==> config.mk <==
export PLATFORM = sky130hd
export DESIGN_NAME = mole_spawner
export DESIGN_NICKNAME = d
export VERILOG_FILES = /design/src/rtl/mole_pkg.sv /design/src/rtl/mole_lfsr.sv /design/src/rtl/mole_spawner.sv
export SDC_FILE = /design/constraint.sdc
export NUM_CORES = 1
export LEC_CHECK = 0
export ABC_AREA = 1
export CAP_MARGIN = 20
export CORE_ASPECT_RATIO = 1.25
export CORE_MARGIN = 3
export CORE_UTILIZATION = 59
export CTS_CLUSTER_DIAMETER = 80
export DETAILED_ROUTE_END_ITERATION = 8
export PLACE_DENSITY = 0.9
export RECOVER_POWER = 50
export SYNTH_ARGS = -nofsm -noshare
export SYNTH_HDL_FRONTEND = slang
export SYNTH_SLANG_ARGS = --single-unit
==> constraint.sdc <==
create_clock -name clk_i -period 2.5 [get_ports clk_i]
set_input_delay 0.375 -clock clk_i [delete_from_list [all_inputs] [get_ports clk_i]]
set_output_delay 0.375 -clock clk_i [all_outputs]
set_load 0.03 [all_outputs]
==> src/rtl/mole_pkg.sv <==
// Whack-a-mole game package: hole geometry, LFSR taps, game FSM states and
// the registered output bundle of the mole spawner.
package mole_pkg;

    localparam int unsigned NUM_HOLES  = 16;
    localparam int unsigned HOLE_IDX_W = 4;
    localparam int unsigned LFSR_W     = 16;

    // Galois taps for x^16 + x^14 + x^13 + x^11
    localparam logic [LFSR_W-1:0] LFSR_TAPS = 16'hB400;

    // Game phase, shared with the scorer and display driver
    typedef enum logic [1:0] {
        IDLE = 2'd0,
        GAP  = 2'd1,
        UP   = 2'd2
    } mole_state_e;

    // Registered spawner outputs, kept together so they share one flop bank
    typedef struct packed {
        logic [NUM_HOLES-1:0]  mole;
        logic [HOLE_IDX_W-1:0] idx;
        logic                  spawn;
        logic                  hit;
        logic                  miss;
    } mole_out_t;

    // One right-shifting Galois LFSR step
    function automatic logic [LFSR_W-1:0] lfsr_step(input logic [LFSR_W-1:0] s);
        return (s >> 1) ^ (s[0] ? LFSR_TAPS : '0);
    endfunction

    // Hole index to one-hot mole vector
    function automatic logic [NUM_HOLES-1:0] hole_onehot(input logic [HOLE_IDX_W-1:0] idx);
        logic [NUM_HOLES-1:0] v;
        v      = '0;
        v[idx] = 1'b1;
        return v;
    endfunction

endpackage

==> src/rtl/mole_lfsr.sv <==
// Free-running 16-bit Galois LFSR used as the game's entropy source.
// Ports:
//   clk_i    system clock
//   reset_i  asynchronous, active-high reset (loads the seed)
//   state_o  current LFSR state, advances every clock
module mole_lfsr
    import mole_pkg::*;
#(
    parameter logic [15:0] SEED = 16'hACE1
) (
    input  logic              clk_i,
    input  logic              reset_i,
    output logic [LFSR_W-1:0] state_o
);

    // An all-zero seed would lock the LFSR, so substitute 1
    localparam logic [LFSR_W-1:0] SEED_NZ = (SEED == '0) ? LFSR_W'(1) : LFSR_W'(SEED);

    logic [LFSR_W-1:0] state_q;

    // LFSR register
    always_ff @(posedge clk_i or posedge reset_i) begin
        if (reset_i) begin
            state_q <= SEED_NZ;
        end else begin
            state_q <= lfsr_step(state_q);
        end
    end

    assign state_o = state_q;

endmodule

==> src/rtl/mole_spawner.sv <==
// Mole spawner: chooses which hole shows a mole, times the gap between moles
// and how long a mole stays up, and reports spawn/hit/miss events.
// Ports:
//   clk_i       system clock
//   reset_i     asynchronous, active-high reset
//   enable_i    game running; low forces idle
//   whacked_i   from whack handler; high = current mole struck
//   mole_o      one-hot active mole, zero when no mole is up
//   mole_idx_o  index of the current/last mole
//   spawn_o     one-cycle pulse on the first cycle a mole is up
//   hit_o       one-cycle pulse when a mole is retired by a whack
//   miss_o      one-cycle pulse when a mole is retired by timeout
module mole_spawner
    import mole_pkg::*;
#(
    parameter int unsigned UP_CYCLES  = 50_000_000,
    parameter int unsigned GAP_CYCLES = 25_000_000,
    parameter logic [15:0] LFSR_SEED  = 16'hACE1
) (
    input  logic                  clk_i,
    input  logic                  reset_i,
    input  logic                  enable_i,
    input  logic                  whacked_i,
    output logic [NUM_HOLES-1:0]  mole_o,
    output logic [HOLE_IDX_W-1:0] mole_idx_o,
    output logic                  spawn_o,
    output logic                  hit_o,
    output logic                  miss_o
);

    localparam int unsigned MAX_CYCLES = (UP_CYCLES > GAP_CYCLES) ? UP_CYCLES : GAP_CYCLES;
    localparam int unsigned TIMER_W    = $clog2(MAX_CYCLES + 1);

    localparam logic [TIMER_W-1:0] UP_LOAD  = TIMER_W'(UP_CYCLES - 1);
    localparam logic [TIMER_W-1:0] GAP_LOAD = TIMER_W'(GAP_CYCLES - 1);

    mole_state_e           state_q;
    mole_state_e           state_d;
    logic [TIMER_W-1:0]    timer_q;
    logic [TIMER_W-1:0]    timer_d;
    mole_out_t             out_q;
    mole_out_t             out_d;
    logic [LFSR_W-1:0]     lfsr;
    logic [HOLE_IDX_W-1:0] cand;
    logic                  unused_lfsr_bits;

    mole_lfsr #(
        .SEED (LFSR_SEED)
    ) u_lfsr (
        .clk_i   (clk_i),
        .reset_i (reset_i),
        .state_o (lfsr)
    );

    // Only the low nibble picks a hole; upper bits are kept for later jitter use
    assign unused_lfsr_bits = ^lfsr[LFSR_W-1:HOLE_IDX_W];

    // Next hole: bump by one when the LFSR would repeat the previous hole
    always_comb begin
        cand = lfsr[HOLE_IDX_W-1:0];
        if (cand == out_q.idx) begin
            cand = cand + HOLE_IDX_W'(1);
        end
    end

    // State, timer and output registers
    always_ff @(posedge clk_i or posedge reset_i) begin
        if (reset_i) begin
            state_q <= IDLE;
            timer_q <= '0;
            out_q   <= '0;
        end else begin
            state_q <= state_d;
            timer_q <= timer_d;
            out_q   <= out_d;
        end
    end

    // Next-state and next-output logic
    always_comb begin
        state_d     = state_q;
        timer_d     = timer_q;
        out_d       = out_q;
        out_d.spawn = 1'b0;
        out_d.hit   = 1'b0;
        out_d.miss  = 1'b0;

        if (!enable_i) begin
            // Leaving the game drops any mole silently; the index is kept
            state_d    = IDLE;
            out_d.mole = '0;
        end else begin
            unique case (state_q)
                IDLE: begin
                    out_d.mole = '0;
                    timer_d    = GAP_LOAD;
                    state_d    = GAP;
                end
                GAP: begin
                    out_d.mole = '0;
                    if (timer_q == '0) begin
                        out_d.idx   = cand;
                        out_d.mole  = hole_onehot(cand);
                        out_d.spawn = 1'b1;
                        timer_d     = UP_LOAD;
                        state_d     = UP;
                    end else begin
                        timer_d = timer_q - TIMER_W'(1);
                    end
                end
                UP: begin
                    // A whack on the last up cycle still counts as a hit
                    if (whacked_i) begin
                        out_d.mole = '0;
                        out_d.hit  = 1'b1;
                        timer_d    = GAP_LOAD;
                        state_d    = GAP;
                    end else if (timer_q == '0) begin
                        out_d.mole = '0;
                        out_d.miss = 1'b1;
                        timer_d    = GAP_LOAD;
                        state_d    = GAP;
                    end else begin
                        timer_d = timer_q - TIMER_W'(1);
                    end
                end
                default: begin
                    out_d.mole = '0;
                    state_d    = IDLE;
                end
            endcase
        end
    end

    assign mole_o     = out_q.mole;
    assign mole_idx_o = out_q.idx;
    assign spawn_o    = out_q.spawn;
    assign hit_o      = out_q.hit;
    assign miss_o     = out_q.miss;

endmodule

==> impl_metrics.toml, run 1 <==
[clocking]
cts_root_buf = "clkbuf_8"
path_clk_slew_ps = 80
postCtsSetupBuffers = 0
clockBufferDepth = 2
clock-sinks = 67
hold_buffers = 0
cts_buffers = 9
cts_tree = "done"
htree_levels = 3
worst_skew_pair.late_latency_ps = 360
post_cts_resized = 0

[drt]
wl_per_cell_um = 14.92
firstDrtPassIters = 5
num_vias = 3223
postRouteAntennaNets = 0
wirelength_um = 8924
drt_iter0_drc = 138
drc = 0
avgViaCountPerCell = 5.390

[synth]
synth-edff-count = 0
synth_top_area_share_pct = 39.07
synth_area_per_cell_um2 = 7.922
ys.flop_type = "dfrtp_1"
yosys.cell_types.count = 29
ys_seq_elements = 67
synth.yosys.seq_area_share_pct = 44.64
synthCells = 477
syn-num-nets = 488
async_reset_ff_share_pct = 100.0
synth_most_common_cell = "nand2_1"
syn-cell-area_mm2 = 0.003779
synth_area_leaders = "dfrtp_1 39%, nand2_1 15%, dfstp_2 5.6%"
yosysWarningCount = 0
synth_area_leader_cell = "dfrtp_1"
synth_commonest_cells = "152 x nand2_1, 59 x dfrtp_1, 52 x nor2_1"

[floorplanning]
core-area_mm2 = 0.006012
die_area_mm2 = 0.007407
chipWidth_um = 77.58
start_util_pct = 62.85
num_rows = 31
ioPinCount = 27
fp.dieH_um = 95.48

[global_routing]
grt_usage_pct = 26.07
grt_pass1_vias = 3191
antenna_found_initial = 0
grt_pass1_wl_um = 14890
grt_start_max_net_pins = 68
overflow = 0

[power_and_ir_drop]
power_switching_mw = 1.208
peakVddDrop_v = 0.0006096
p_int_mw = 1.912
sequentialPowerShare_pct = 44.6
swShare_pct = 38.71
power_frac_comb_pct = 28.1
power_density_mw_per_mm2 = 724.6
clockPowerShare_pct = 27.3
p_leak_nw = 2.060

[final_layout]
final_nets = 522
drive_above_1_share_pct = 13.95
syn_to_final_growth_pct = 13.97
diodes = 0

[setup_path]
criticalPathCategory = "input port to async pin"
cp.required_ps = 2670
cp-end-kind = "async pin"
crit_arrival_ps = 2120
crit_fanout = 67
crit_path_start_kind = "input port"

[sta]
finalSetupViolCount = 0
rsz0062_at_grt = "false"
fin_ws_ps = 549.8
max_freq_ghz = 0.5128
tightest_slew_ps = 1593
relSlewSlack_pct = -6.188
final_max_slew_viol_count = 68
hold_slack_ps = 341.1
period_share_pct = 78.01
tns_ps = 0
hold_violations = 0
fin_skew_ps = 15.18
period_minus_slack_ps = 1950

[status]
violations = "max-capacitance violations, max-slew violations"
status = "finished, violations left"

[placed_design]
place_ws_ps = 616.1
place_congestion = 0.9105
io_buffers = 26
dp_hpwl_um = 6475

[hold_path]
worstHoldPathType = "register to register"

[run]
maxCapViolations = 1
==> critical path, cell delays in order <==
cell and delay [ps]:
dlygate4sd3_1 530, clkinv_1 50, clkbuf_2 1140
==> cell type report <==
type                            instances  area [um^2]
Clock buffer                           10        137.6
Clock inverter                          6        50.05
Fill cell                             455         1705
Inverter                               52        200.2
Multi-Input combinational cell        351         1842
Sequential cell                        67         1687
Tap cell                               82        102.6
Timing Repair Buffer                   30        287.8
==> path summary, 6_finish.rpt <==
path,from,endpoint,slack [ps],depth (start not counted)
hold / removal,u_lfsr.state_o[12],u_lfsr.state_o[11],340,0
setup / recovery,reset_i,state_q[0],550,3
hold reg to reg,u_lfsr.state_o[12],u_lfsr.state_o[11],340,0
setup reg to reg,u_lfsr.state_o[0],mole_o[6],560,10
max in group clk_i,u_lfsr.state_o[0],mole_o[6],560,10
min in group asynchronous,reset_i,timer_q[13],1000,3
==> flip-flops by register name, summed over array words and instances, names as in the netlist <==
| signal | flops |
|---|---|
| hit_o | 1 |
| miss_o | 1 |
| mole_idx_o | 4 |
| mole_o | 16 |
| spawn_o | 1 |
| state_q | 2 |
| timer_q | 26 |
| u_lfsr.state_o | 16 |
==> metal layers <==
metal / global-route usage, % / vias up / wire (um)
met5: 0 / - / 0
met4: 13.20 / 0 / 230
met3: 6.049 / 23 / 476
met2: 46.57 / 101 / 4713
met1: 29.03 / 1533 / 3504
li1: - / 1566 / -
==> kinds of logic after synthesis <==
group | after synthesis | synth area share (%)
flip-flops | 67 | 44.64
buffers and inverters | 59 | 6.623
AO/OA/AOI/OAI | 48 | 7.119
AND/OR/NAND/NOR | 279 | 35.36
adder cells (fa/ha/maj) | 7 | 2.318
XOR/XNOR | 17 | 3.941
==> power groups by stage <==
stage / clock, mW / sequential [mW] / combinational (mW)
after floorplan: 0 / 1.36 / 0.694
after global placement: 0 / 1.40 / 0.815
after detailed placement: 0 / 1.40 / 0.867
after CTS: 0.864 / 1.38 / 0.869
after global routing: 0.902 / 1.41 / 0.996
final: 0.852 / 1.39 / 0.875
==> stage by stage <==
step / total power, mW / instance area, um^2 / std cells / util, %
floorplan: 2.054 / 3779 / 477 / -
global placement: 2.216 / 4134 / 582 / 68.76
detailed placement: 2.269 / 4134 / 582 / 68.76
CTS: 3.118 / 4322 / 598 / 71.88
global route: 3.308 / 4307 / 598 / 71.63
finish: 3.120 / 4307 / 598 / 71.63
==> layout by cell type (no fill, tap or decap), types with 4 or more instances in the layout <==
cell / Yosys / layout
nand3_4: 4 / 4
xor2_1: 15 / 15
dfstp_2: 8 / 8
o21ai_1: 4 / 4
ha_1: 7 / 7
nor2_1: 52 / 52
inv_2: 6 / 6
a21oi_1: 17 / 17
nor2_2: 7 / 7
nand2_2: 7 / 7
nand2_1: 152 / 152
a22oi_1: 7 / 7
nand3_1: 33 / 33
clkdlybuf4s50_1: 0 / 25
inv_1: 44 / 43
nor2_4: 12 / 12
dfrtp_1: 59 / 59
clkbuf_8: 0 / 10
o21ai_0: 19 / 19
(Power assumes the default switching activity.)
==> run 2: changes to the inputs <==
CORE_UTILIZATION = 53   (was 59)
PLACE_DENSITY = 0.86   (was 0.9)
clock period = 1.7 ns   (was 2.5 ns; I/O delays follow)
==> run 2 against run 1 <==
- wire length increased by 13%
- critical path type is now register to register
- core utilization increased by 0.78 points
- critical path depth increased by 9
- largest power group unchanged
- flip-flop and latch count is the same
- the run ends with negative setup slack left
==> impl_metrics.toml, run 2 (synthesis results as in run 1) <==
[setup_path]
cp-end-kind = "register"
regToRegStartpoint = "timer_q[0]"
r2r_cells = 12
crit_arrival_ps = 2150
crit_path_end = "mole_o[15]"
r2r_end = "mole_o[15]"
crit_fanout = 6
cp.required_ps = 1990
crit_path_start_kind = "register"
ff2ff_setup_slack_ps = -160
criticalPathCategory = "register to register"
cp-startpoint = "timer_q[0]"

[clocking]
cts_buffers = 9
path_clk_slew_ps = 80
cts_root_buf = "clkbuf_8"
cts_tree = "done"
clockBufferDepth = 2
htree_levels = 3
worst_skew_pair.late_latency_ps = 350
hold_buffers = 0
clock-sinks = 67

[placed_design]
dp_hpwl_um = 6178
place_congestion = 0.9100
place_ws_ps = -40.69
io_buffers = 26

[sta]
period_minus_slack_ps = 1860
tightest_slew_ps = 891.6
hold_violations = 0
tns_ps = -2424
relSlewSlack_pct = 40.56
finalSetupViolCount = 37
fin_skew_ps = 9.001
hold_slack_ps = 357.3
rsz0062_at_grt = "true"
fin_ws_ps = -159.6
final_max_slew_viol_count = 0
period_share_pct = 109.4
max_freq_ghz = 0.5377

[global_routing]
use_met3_pct = 5.206
grt_pass1_vias = 3272
grt_util_met1_pct = 29.22
grt_start_max_net_pins = 68
met2_usage_pct = 40.65
grt_usage_pct = 23.90
grt-busiest-layer = "met2"
grt_pass1_wl_um = 15030
overflow = 0
antenna_found_initial = 0

[drt]
firstDrtPassIters = 5
wirelength_um = 10110
drc = 0
postRouteAntennaNets = 0
drt_iter0_drc = 197
wl_per_cell_um = 15.68
avgViaCountPerCell = 5.436
num_vias = 3506

[run]
maxCapViolations = 0

[final_layout]
max_flop_register = "timer_q"
syn_to_final_growth_pct = 28.97
diodes = 0
final_nets = 564
fillers = 439
layout_common_cells = "138 x nand2_1, 57 x dfrtp_1, 40 x inv_1"
final_util_pct = 72.41
largest_register_ffs = 26
drive_above_1_share_pct = 28.49
final_common_cell = "nand2_1"

[power_and_ir_drop]
p_leak_nw = 2.346
peakVddDrop_v = 0.0005923
finalPower_mw = 5.039
power_density_mw_per_mm2 = 1034

[floorplanning]
ioPinCount = 27
die_area_mm2 = 0.008185
fp.dieH_um = 100.4
chipWidth_um = 81.52
core-area_mm2 = 0.006730
start_util_pct = 56.14
num_rows = 33

[hold_path]
worstHoldPathType = "register to register"
holdCritStartpoint = "u_lfsr.state_o[7]"

[status]
status = "finished, violations left"
violations = "negative setup slack"
## run 2: changes by cell type in the layout (fill, tap and decap cells not counted), moves of 9 or more
cell and change:
nand2_1 -14, buf_4 +33, nand2_2 +13, nor2_2 +9, nor2_1 -15
## run 2: worst min path at each step
stage,to,slack [ps],cells past startpoint
after floorplan,u_lfsr.state_o[3],330,0
after global placement,u_lfsr.state_o[11],340,0
after detailed placement,u_lfsr.state_o[11],340,0
after CTS,timer_q[3],350,3
after global routing,u_lfsr.state_o[6],360,0
final,u_lfsr.state_o[6],360,0
## run 2: metal layers
layer | up-vias | part of all wire, %
li1 | 1652 | -
met1 | 1648 | 38
met2 | 158 | 52
met3 | 48 | 6.0
met4 | 0 | 4.5
met5 | - | 0
## run 2: what timing repair did
item	CTS	global route
setup buffers	8	6
gates resized for setup	10	59
endpoints found under the setup margin	26	49
pin swaps	8	22
## run 2: where the power goes
group / switching [mW] / internal, mW
registers: 0.237 / 1.80
logic: 0.986 / 0.663
clock network: 0.674 / 0.684
total: 1.90 / 3.14
## run 2: critical path, cell delays in order, from the launching register on
cell and delay (ps):
dfrtp_1 390, inv_2 90, ha_4 160, inv_4 40
nor2_4 90, nand3_2 100, nor2_4 130, nand3_4 140
nand3_4 180, nand3_4 120, nor2_4 170, nand2_2 100
nand2_2 80
## run 2: layout make-up
type / instances / area [um^2] / area share (%)
tap: 87 / 108.9 / 2.234
inverter: 52 / 206.4 / 4.236
timing repair buffer: 72 / 655.6 / 13.45
multi-input combinational: 351 / 2013 / 41.31
clock inverter: 7 / 76.32 / 1.566
sequential: 67 / 1689 / 34.66
clock buffer: 9 / 123.9 / 2.542
## run 2: through the flow
step / instance area, um^2 / cells
detailed placement: 4367 / 615
global route: 4873 / 645
floorplan: 3782 / 477
CTS: 4663 / 639
finish: 4873 / 645
global placement: 4367 / 615
